==> src/rtl/seven_seg_scan_unit.sv <==
// seven_seg_scan_unit: scans a 32-bit value (decimal or hex) onto an 8-digit common-anode display
module seven_seg_scan_unit #(
  parameter int CLK_FREQ_HZ = 100000000,
  parameter int TICK_HZ = 1000
) (
  input  logic        clock,
  input  logic        reset,
  input  logic        mode,
  input  logic [31:0] input_number,
  input  logic [7:0]  dec_points,
  output logic [6:0]  cathode,
  output logic        dp,
  output logic [7:0]  anode
);
  localparam int DIV = CLK_FREQ_HZ / TICK_HZ;
  localparam int CW = DIV > 1 ? $clog2(DIV) : 1;
  logic [CW-1:0] count;
  logic          tick;
  logic [2:0]    idx;
  logic [31:0]   bcd;
  logic [31:0]   disp;
  logic [3:0]    nibble;
  logic [6:0]    seg;
  assign tick = count == CW'(DIV - 1);
  assign disp = mode ? input_number : bcd;
  assign nibble = disp[{idx, 2'b00} +: 4];
  // Double dabble over the low 27 bits; the ninth digit's carry simply falls off the top
  always_comb begin
    bcd = '0;
    for (int b = 26; b >= 0; b--) begin
      for (int d = 0; d < 8; d++)
        bcd[4*d +: 4] = bcd[4*d +: 4] >= 4'd5 ? bcd[4*d +: 4] + 4'd3 : bcd[4*d +: 4];
      bcd = {bcd[30:0], input_number[b]};
    end
  end
  // Hex nibble to active-low segments, g..a in bits 6..0
  always_comb begin
    seg = 7'h7F;
    case (nibble)
      4'h0: seg = 7'b1000000;
      4'h1: seg = 7'b1111001;
      4'h2: seg = 7'b0100100;
      4'h3: seg = 7'b0110000;
      4'h4: seg = 7'b0011001;
      4'h5: seg = 7'b0010010;
      4'h6: seg = 7'b0000010;
      4'h7: seg = 7'b1111000;
      4'h8: seg = 7'b0000000;
      4'h9: seg = 7'b0010000;
      4'hA: seg = 7'b0001000;
      4'hB: seg = 7'b0000011;
      4'hC: seg = 7'b1000110;
      4'hD: seg = 7'b0100001;
      4'hE: seg = 7'b0000110;
      default: seg = 7'b0001110;
    endcase
  end
  // Scan divider and digit register; the decoded segments are latched at the tick so pins only move on ticks
  always_ff @(posedge clock) begin
    if (reset) begin
      count <= '0;
      idx <= '0;
      anode <= 8'hFF;
      cathode <= 7'h7F;
      dp <= 1'b1;
    end else begin
      count <= tick ? '0 : count + 1'b1;
      if (tick) begin
        anode <= ~(8'd1 << idx);
        cathode <= seg;
        dp <= ~dec_points[idx];
        idx <= idx + 1'b1;
      end
    end
  end
endmodule

==> config.mk <==
export PLATFORM = sky130hd
export DESIGN_NAME = seven_seg_scan_unit
export DESIGN_NICKNAME = d
export VERILOG_FILES = /design/src/rtl/seven_seg_scan_unit.sv
export SDC_FILE = /design/constraint.sdc
export NUM_CORES = 1
export LEC_CHECK = 0
export CAP_MARGIN = 20
export CORE_MARGIN = 2
export CORE_UTILIZATION = 40
export CTS_CLUSTER_SIZE = 10
export DETAILED_ROUTE_END_ITERATION = 8
export GPL_TIMING_DRIVEN = 0
export HOLD_SLACK_MARGIN = 0.1
export PLACE_DENSITY_LB_ADDON = 0.05
export SYNTH_ARGS = -nofsm -noshare
export SYNTH_HDL_FRONTEND = slang
export SYNTH_SLANG_ARGS = --single-unit
==> constraint.sdc <==
create_clock -name clock -period 32.1 [get_ports clock]
set_input_delay 6.42 -clock clock [delete_from_list [all_inputs] [get_ports clock]]
set_output_delay 6.42 -clock clock [all_outputs]
set_load 0.05 [all_outputs]
==> results of run 1 <==
## final cells by class
cell class | instances | share of cell area
Multi-Input combinational cell | 2572 | 0.837
Tap cell | 664 | 0.0386
Sequential cell | 36 | 0.0335
Inverter | 166 | 0.0290
Buffer | 144 | 0.0287
Timing Repair Buffer | 56 | 0.0252
Clock buffer | 6 | 0.00598
Clock inverter | 2 | 0.00163
## critical path: cells and delay by family
kind,cells,cell delay [ns]
AOI/OAI and AO/OA,38,9.28
and+or+nand+nor,25,6.02
adders and majority gates,17,4.44
buffers and inverters,15,2.25
xor gates and xnor gates,4,0.98
muxes,3,0.78
## cell usage after synthesis (20+ instances only)
master	instances
sky130_fd_sc_hd__mux2_2	26
sky130_fd_sc_hd__o31ai_1	23
sky130_fd_sc_hd__o2111ai_1	21
sky130_fd_sc_hd__o211a_1	29
sky130_fd_sc_hd__o21ai_0	161
sky130_fd_sc_hd__and2_1	38
sky130_fd_sc_hd__mux2i_1	69
sky130_fd_sc_hd__ha_1	83
sky130_fd_sc_hd__o221ai_1	37
sky130_fd_sc_hd__nor2_1	277
sky130_fd_sc_hd__nand3_1	124
sky130_fd_sc_hd__nand2b_1	36
sky130_fd_sc_hd__xnor2_1	49
sky130_fd_sc_hd__clkbuf_1	108
sky130_fd_sc_hd__nor4_1	37
sky130_fd_sc_hd__o21a_1	38
sky130_fd_sc_hd__nand4_1	24
sky130_fd_sc_hd__dfxtp_1	36
sky130_fd_sc_hd__a21oi_1	173
sky130_fd_sc_hd__and3_1	36
sky130_fd_sc_hd__o21ai_1	40
sky130_fd_sc_hd__o22ai_1	31
sky130_fd_sc_hd__inv_1	132
sky130_fd_sc_hd__inv_2	28
sky130_fd_sc_hd__or3_1	30
sky130_fd_sc_hd__a211oi_1	87
sky130_fd_sc_hd__a21o_1	30
sky130_fd_sc_hd__or2_2	28
sky130_fd_sc_hd__nor3_1	120
sky130_fd_sc_hd__buf_2	20
sky130_fd_sc_hd__a211o_1	33
sky130_fd_sc_hd__o211ai_1	66
sky130_fd_sc_hd__a31oi_1	40
sky130_fd_sc_hd__nand2_1	239
sky130_fd_sc_hd__a22oi_1	30
## layer usage
layer / global-route usage / up-vias
li1: - / 11600
met1: 0.320 / 11000
met2: 0.379 / 496
met3: 0.0145 / 55
met4: 0.0576 / 0
met5: 0 / -
## path summary, 6_finish.rpt
| path | start | endpoint | slack [ns] | depth (start not counted) |
|---|---|---|---|---|
| hold reg to reg | count[0]$_SDFF_PP0_ | count[0]$_SDFF_PP0_ | 0.45 | 1 |
| setup / recovery | input_number[24] | cathode[5]$_SDFFE_PP1P_ | 2.04 | 102 |
| setup reg to reg | idx[0]$_SDFFE_PP0P_ | cathode[5]$_SDFFE_PP1P_ | 27.96 | 11 |
| hold / removal | count[0]$_SDFF_PP0_ | count[0]$_SDFF_PP0_ | 0.45 | 1 |
## through the flow
stage          hold slack (ns)  setup TNS, ns
6_report                 0.454              0
5_1_grt                  0.478        -0.0109
4_1_cts                  0.459              0
3_5_place_dp             0.457              0
3_3_place_gp             0.446              0
2_1_floorplan            0.426              0
## kinds of logic after synthesis
kind of cell,Yosys count,share of synthesized area
buf+inv,310,0.0624
compound gates,1188,0.459
fa+ha+maj,90,0.0556
mux,113,0.0628
simple gates,1094,0.275
flops,36,0.0362
xor+xnor,87,0.0487
## flip-flops by register name, summed over array words and instances, names as in the netlist
| name | cells |
|---|---|
| count | 17 |
| cathode | 7 |
| anode | 8 |
| dp | 1 |
| idx | 3 |
## what timing repair did
action / 4_1_cts / 5_1_grt
hold buffers: 0 / 0
buffers inserted: 0 / 5
endpoints found under the setup margin: 0 / 7
gates resized for setup: 0 / 18
==> results.txt, run 1 <==
The flow ran to the end, and the final reports show no timing, DRC or antenna violations. The tree built by TritonCTS fans out to 36 sinks. The initial core utilization is 0.406.

The standard cell with the maximum stage delay on the critical path is sky130_fd_sc_hd__clkdlybuf4s50_1. The H-tree depth reported by CTS came out at 2. In the global route stage, overall resource usage came out at 0.228. The post-synthesis area per instance is 6.83 um2.

The floorplan step defined a core boundary enclosing 49100 um2. The clock-pin transition on the worst setup and hold timing paths came out at 0.06 ns. The number of vias per cell after detailed routing is 6.36. The root buffer cell chosen for the clock tree is sky130_fd_sc_hd__clkbuf_16. The net count of the finished layout is 3107.

Counting every instance in the synthesized netlist gives 2918. The largest net degree at the start of global routing is 12. The fraction of synthesis flops using an asynchronous set or reset pin is 0. In this run, synthesis inferred 0 flip-flops with an integrated enable.

The floorplan die area came out at 51600 um2. The y dimension of the die came out at 227 um. The residual antenna-violating net count after detailed routing came out at 0. The Yosys step of the flow raised 0 warnings. The instance area at placement came out at 21300 um2.

The initial antenna violation count is 0. The final count of pins violating max slew came out at 0. The iteration-0 DRC count of the detailed router is 1629. Summed over all layers, the routed wires come to 62.0 mm. At the later pin of the worst-skew pair, clock insertion delay measures 0.28 ns.

The cell occurring most often along the worst timing path is sky130_fd_sc_hd__ha_1. The number of standard cells in the layout, taps in and fillers out is 3646. The total count of hold-check failures in the final report is 0. The synthesized design spends more area on one cell type than any other, namely sky130_fd_sc_hd__nor2_1. Ranked by total cell area, the synthesized netlist is headed by sky130_fd_sc_hd__nor2_1 (5.2%), sky130_fd_sc_hd__ha_1 (5.2%), sky130_fd_sc_hd__nand2_1 (4.5%), sky130_fd_sc_hd__a21oi_1 (4.3%), sky130_fd_sc_hd__o21ai_0 (4.0%). The endpoint arrival time on the critical path is 30.23 ns. The net count after synthesis is 3044. The worst slew margin relative to its limit came out at 0.278. The number of diodes added for antenna fixing is 0. The post-route fraction of the period consumed by the critical path is 0.937. The routability congestion estimate from global placement came out at 0.874. The total clock buffers created by CTS came out at 5.

In the final layout, the share of cells above drive strength 1 is 0.107. For this block, wires on met1 add up to 30.5 mm. The number of filler cells placed in the layout is 5235. TritonCTS built the clock tree. The number of placed instances, taps included, is 3632. The number of global-route vias before repair came out at 20800.

The die boundary width is 227 um. The routed wire length per instance is 17.0 um. Based on the critical path, the design can be clocked at up to 0.0333 GHz. The remaining global-route overflow came out at 0. The slew at the pin with the worst max-slew slack is 1.08 ns.

The met2 wire length came out at 28.0 mm. Input and output buffers added on the ports amount to 49. The sum of met3 wire segment lengths after detailed routing came out at 1.96 mm. The share of synthesized area occupied by flip-flops and latches is 0.0362. The clock arrives with 0.00572 ns of skew. The area of the multi-input gates is 18000 um2. The synthesized flop and latch total came out at 36.

The worst setup path is captured at a flop. Compared with the post-synthesis result, the final layout area differs by 8.08%. In this run the worst hold path is classified as flop to flop.

The sequential standard cell area came out at 721 um2. OpenSTA, run right after detailed placement, puts the worst setup slack at 1.12 ns. The finished cells cover 21500 um2.

In the synthesized netlist the dominant register cell turns out to be sky130_fd_sc_hd__dfxtp_1. The number of rows in the core area came out at 81. The number of remaining DRC errors came out at 0.

The longest clock path from root to sink contains 2 buffers. The final critical delay including setup and external delays is 30.06 ns. The largest fanout on the critical path is 10. The global-route wire length before repair came out at 102 mm. The placed wire-length estimate is 48.7 mm. The top cell types in the final layout, fill and taps aside, are sky130_fd_sc_hd__nor2_1 (275), sky130_fd_sc_hd__nand2_1 (239), sky130_fd_sc_hd__a21oi_1 (171).

The final setup violation count is 0. In this run the count of I/O pins placed on the die edge is 59. The post-route core utilization is 0.439.

In this run the cell area of the synthesized design comes to 19900 um2. The number of different library cells in the post-synthesis netlist came out at 150. Leaving out fill and tap cells, the most frequent cell in the layout is sky130_fd_sc_hd__nor2_1.

Across all layers, the routed design uses 23200 vias. The share of the synthesized area in the top cell type came out at 0.0522. The nature of the critical path startpoint is a primary input. The highest routing layer actually used is met4. The first detailed-routing pass ran for 5 iterations. The worst setup path is of the primary input to flop kind. The data required time at the worst endpoint came out at 32.26 ns. For this run, the slowest stage of the critical path takes 0.56 ns.

The max capacitance violation total is 0. The final critical-path setup slack is 2.04 ns.
Power of run 1 is left out: the tool's default activity adds up to more than one toggle a clock period on the data nets, which glitch-free logic cannot reach.
==> inputs of run 2 (changes only) <==
--- a/config.mk
+++ b/config.mk
@@ -5,6 +5,7 @@
 export SDC_FILE = /design/constraint.sdc
 export NUM_CORES = 1
 export LEC_CHECK = 0
+export ABC_AREA = 1
 export CAP_MARGIN = 20
 export CORE_MARGIN = 2
 export CORE_UTILIZATION = 40
==> run 2 against run 1 <==
Against the previous run: maximum frequency up 37%; setup slack better by 8.2 ns; cell count down 18%; count of clock-buffer cells in the layout down 1; utilization up 0.55 points; wire length down 47%; non-clock buffer count down 127; critical path type unchanged.
==> results.txt, run 2 <==
The layout-stage area growth over the synthesis result came to 9.54% (was 8.08%). The most frequent cell after synthesis is sky130_fd_sc_hd__nand2_1 (was sky130_fd_sc_hd__nor2_1). The class of the most critical setup path was primary input to flop (unchanged). The post-route setup TNS is 0 ns (unchanged). The number of standard cells in the layout, taps in and fillers out came to 2989 (was 3646).

The type of element capturing the critical path is a flop (unchanged). The largest buffer count on any clock path is 2 (unchanged). The standard cell with the maximum stage delay on the critical path is sky130_fd_sc_hd__clkdlybuf4s50_1 (unchanged). The highest-utilization routing layer at the global route stage is met2 (unchanged). The path class of the lowest-slack min-delay path is flop to flop (unchanged). The number of buffers inserted for hold repair after clock tree synthesis is 0 (unchanged). Outcome: complete, no violations (unchanged). The H-tree depth reported by CTS came out at 2 (unchanged). The final design area excluding fillers is 14900 um2 (was 21500 um2). The number of gates given a new drive strength after cts is 0 (unchanged). The die boundary width is 188 um (was 227 um). The fmax is 0.0457 GHz (was 0.0333 GHz). The final setup violation count was 0 (unchanged). The source-to-sink clock delay at the later pin of the worst-skew pair came out at 0.28 ns (about the same). The critical path's largest stage delay came out at 0.63 ns (was 0.56 ns). The placeable core region is 33500 um2 (was 49100 um2). The setup clock skew after layout came to 0.00533 ns (was 0.00572 ns). The floorplan die area is 35500 um2 (was 51600 um2). The number of top-level pins is 59 (unchanged).

The first element of the critical path was input_number[25] (was input_number[24]). The total clock buffers created by CTS is 5 (unchanged). The data required time at the worst endpoint is 32.27 ns (was 32.26 ns).

Commonest cells after routing, fill and taps aside: sky130_fd_sc_hd__nand2_1 (829), sky130_fd_sc_hd__nand3_1 (336), sky130_fd_sc_hd__inv_1 (328) (was sky130_fd_sc_hd__nor2_1 (275), sky130_fd_sc_hd__nand2_1 (239), sky130_fd_sc_hd__a21oi_1 (171)). The largest net degree at the start of global routing came to 13 (was 12). The final critical delay including setup and external delays was 21.90 ns (was 30.06 ns). The worst slew margin relative to its limit is 0.556 (was 0.278).

The slew at the pin with the worst max-slew slack came out at 0.666 ns (was 1.08 ns). Synth top area cells: sky130_fd_sc_hd__nand2_1 (23%), sky130_fd_sc_hd__nand3_1 (12%), sky130_fd_sc_hd__nand2_2 (12%), sky130_fd_sc_hd__inv_1 (9.0%), sky130_fd_sc_hd__ha_1 (7.6%) (was sky130_fd_sc_hd__nor2_1 (5.2%), sky130_fd_sc_hd__ha_1 (5.2%), sky130_fd_sc_hd__nand2_1 (4.5%), sky130_fd_sc_hd__a21oi_1 (4.3%), sky130_fd_sc_hd__o21ai_0 (4.0%)). The nature of the critical path startpoint was a primary input (unchanged). The global-route wire length before repair is 58.1 mm (was 102 mm). The wire length reported by the detailed router came to 32.9 mm (was 62.0 mm). The initial antenna violation count is 0 (unchanged). The final count of pins violating max slew came out at 0 (unchanged). The met3 usage came out at 0.00764 (was 0.0145). The share of synthesized area occupied by flip-flops and latches is 0.0530 (was 0.0362). The y dimension of the die is 188 um (was 227 um). The total track usage is 0.186 (was 0.228). The total count of hold-check failures in the final report is 0 (unchanged).

The synthesized flop and latch total is 36 (unchanged). The routability congestion estimate from global placement is 0.843 (was 0.874). The largest register by flop count is count (unchanged). The number of filler cells placed in the layout is 3627 (was 5235). The cell occurring most often along the worst timing path is sky130_fd_sc_hd__nand2_1 (was sky130_fd_sc_hd__ha_1). The critical hold path startpoint is count[0]$_SDFF_PP0_ (unchanged).

The fraction of synthesis flops using an asynchronous set or reset pin is 0 (unchanged). The number of flip-flops in the largest register is 17 (unchanged). Leading cell types by count after synthesis: sky130_fd_sc_hd__nand2_1 (829), sky130_fd_sc_hd__nand3_1 (336), sky130_fd_sc_hd__inv_1 (328) (was sky130_fd_sc_hd__nor2_1 (277), sky130_fd_sc_hd__nand2_1 (239), sky130_fd_sc_hd__a21oi_1 (173)). The number of buffer cells added on primary ports was 57 (was 49). The total number of clock tree sinks is 36 (unchanged).

The number of global-route vias before repair came out at 13600 (was 20800). The initial core utilization was 0.406 (about the same). The number of vias after detailed routing is 14700 (was 23200). The share of the synthesized area in the top cell type is 0.229 (was 0.0522). The number of enable-type register cells in the synthesized netlist came out at 0 (unchanged).

The dominant register cell in the synthesized netlist is sky130_fd_sc_hd__dfxtp_1 (unchanged). The count of mapped cells out of synthesis came out at 2476 (was 2918). The clock root buffer is sky130_fd_sc_hd__clkbuf_16 (unchanged). The residual antenna-violating net count after detailed routing is 0 (unchanged). The warning count from the yosys run came out at 0 (unchanged).

The fraction of met2 tracks used by global routing came out at 0.334 (was 0.379). The leading area contributor after synthesis is sky130_fd_sc_hd__nand2_1 (was sky130_fd_sc_hd__nor2_1). The net count of the finished layout came out at 2666 (was 3107). The number of rows in the core area came out at 67 (was 81). The post-CTS setup-driven buffer insertion count is 0 (unchanged). The routed wire length per instance was 11.0 um (was 17.0 um). The largest fanout on the critical path was 5 (was 10). The synthesized area was 13600 um2 (was 19900 um2). The startpoint of the worst-slack reg-to-reg timing path is idx[0]$_SDFFE_PP0P_ (unchanged).

The post-synthesis area per instance was 5.50 um2 (was 6.83 um2). The remaining global-route overflow is 0 (unchanged). The placed wire-length estimate was 28.7 mm (was 48.7 mm). The number of different library cells in the post-synthesis netlist came to 51 (was 150).

The iteration-0 DRC count of the detailed router came out at 566 (was 1629). The clock-pin transition on the worst setup and hold timing paths is 0.05 ns (was 0.06 ns). The max capacitance violation total is 0 (unchanged). The post-route fraction of the period consumed by the critical path came out at 0.682 (was 0.937). The instance area at placement came out at 14700 um2 (was 21300 um2). Largest regs: count: 17 flops, anode: 8 flops, cathode: 7 flops (unchanged). The TritonCTS clock tree is yes (unchanged).

The net count after synthesis came out at 2602 (was 3044). The global routing usage on met1 is 0.253 (was 0.320). The number of diodes added for antenna fixing is 0 (unchanged). Setup repair after global routing left no endpoint under its margin.

The iteration count of the initial detailed-routing pass came out at 5 (unchanged). The endpoint arrival time on the critical path came to 22.08 ns (was 30.23 ns). The ratio of cells with drive above 1 in the final layout came to 0.201 (was 0.107). The number of vias per cell after detailed routing came to 4.93 (was 6.36). The number of placed instances, taps included is 2981 (was 3632). The most common library cell in the layout ignoring fill and taps was sky130_fd_sc_hd__nand2_1 (was sky130_fd_sc_hd__nor2_1). The post-route core utilization came to 0.445 (was 0.439). The number of remaining DRC errors came out at 0 (unchanged).
-- run 2: cell count changes after synthesis, moves of 77 or more --
| cell | previous run | this run |
|---|---|---|
| sky130_fd_sc_hd__nand3_2 | 1 | 78 |
| sky130_fd_sc_hd__nand3_1 | 124 | 336 |
| sky130_fd_sc_hd__nand2_1 | 239 | 829 |
| sky130_fd_sc_hd__nor3_1 | 120 | 6 |
| sky130_fd_sc_hd__o21ai_0 | 161 | 13 |
| sky130_fd_sc_hd__inv_1 | 132 | 328 |
| sky130_fd_sc_hd__nor2_1 | 277 | 61 |
| sky130_fd_sc_hd__clkbuf_1 | 108 | 3 |
| sky130_fd_sc_hd__nand2_2 | 3 | 265 |
| sky130_fd_sc_hd__a21oi_1 | 173 | 62 |
| sky130_fd_sc_hd__a211oi_1 | 87 | 0 |
-- run 2: routing by layer --
metal,part of all wire,vias to the layer above,wire (um)
li1,-,8143,-
met1,0.51,6454,16800
met2,0.46,112,15200
met3,0.021,19,682
met4,0.0080,0,263
met5,0,-,0
-- run 2: area by class of cell --
cell class / count / area [um2] / share of cell area
inverter: 396 / 1490 / 0.100
clock buffer: 5 / 125 / 0.00839
sequential: 36 / 721 / 0.0483
buffer: 16 / 146 / 0.00982
clock inverter: 3 / 42.5 / 0.00285
multi-input combinational: 2028 / 11300 / 0.755
timing repair buffer: 57 / 571 / 0.0383
tap: 448 / 561 / 0.0376
-- run 2: path summary, 6_finish.rpt --
check        slack, ns                      end  depth (start not counted)
min               0.45      count[0]$_SDFF_PP0_                          1
max reg2reg      29.57  cathode[3]$_SDFFE_PP1P_                         14
max              10.20  cathode[1]$_SDFFE_PP1P_                        132
min reg2reg       0.45      count[0]$_SDFF_PP0_                          1
-- run 2: worst max-delay path, delay by kind of cell --
| family | cells | cell delay (ns) |
|---|---|---|
| AO/OA/AOI/OAI | 3 | 0.54 |
| buffers and inverters | 19 | 1.81 |
| AND/OR/NAND/NOR | 91 | 9.55 |
| adder cells (fa/ha/maj) | 19 | 3.74 |
-- run 2: metrics by stage --
stage,hold slack [ns],worst slack [ns]
2_1_floorplan,0.418,12.39
3_3_place_gp,0.430,10.15
3_5_place_dp,0.443,9.90
4_1_cts,0.453,10.12
5_1_grt,0.468,8.15
6_report,0.448,10.20
-- run 2: kinds of logic after synthesis --
family | count (synthesis) | share of synthesized area
compound gates | 168 | 0.0788
flops | 36 | 0.0530
xor+xnor | 25 | 0.0186
simple gates | 1752 | 0.653
buf+inv | 412 | 0.120
fa+ha+maj | 83 | 0.0763
Power of run 2 is left out for the same reason.
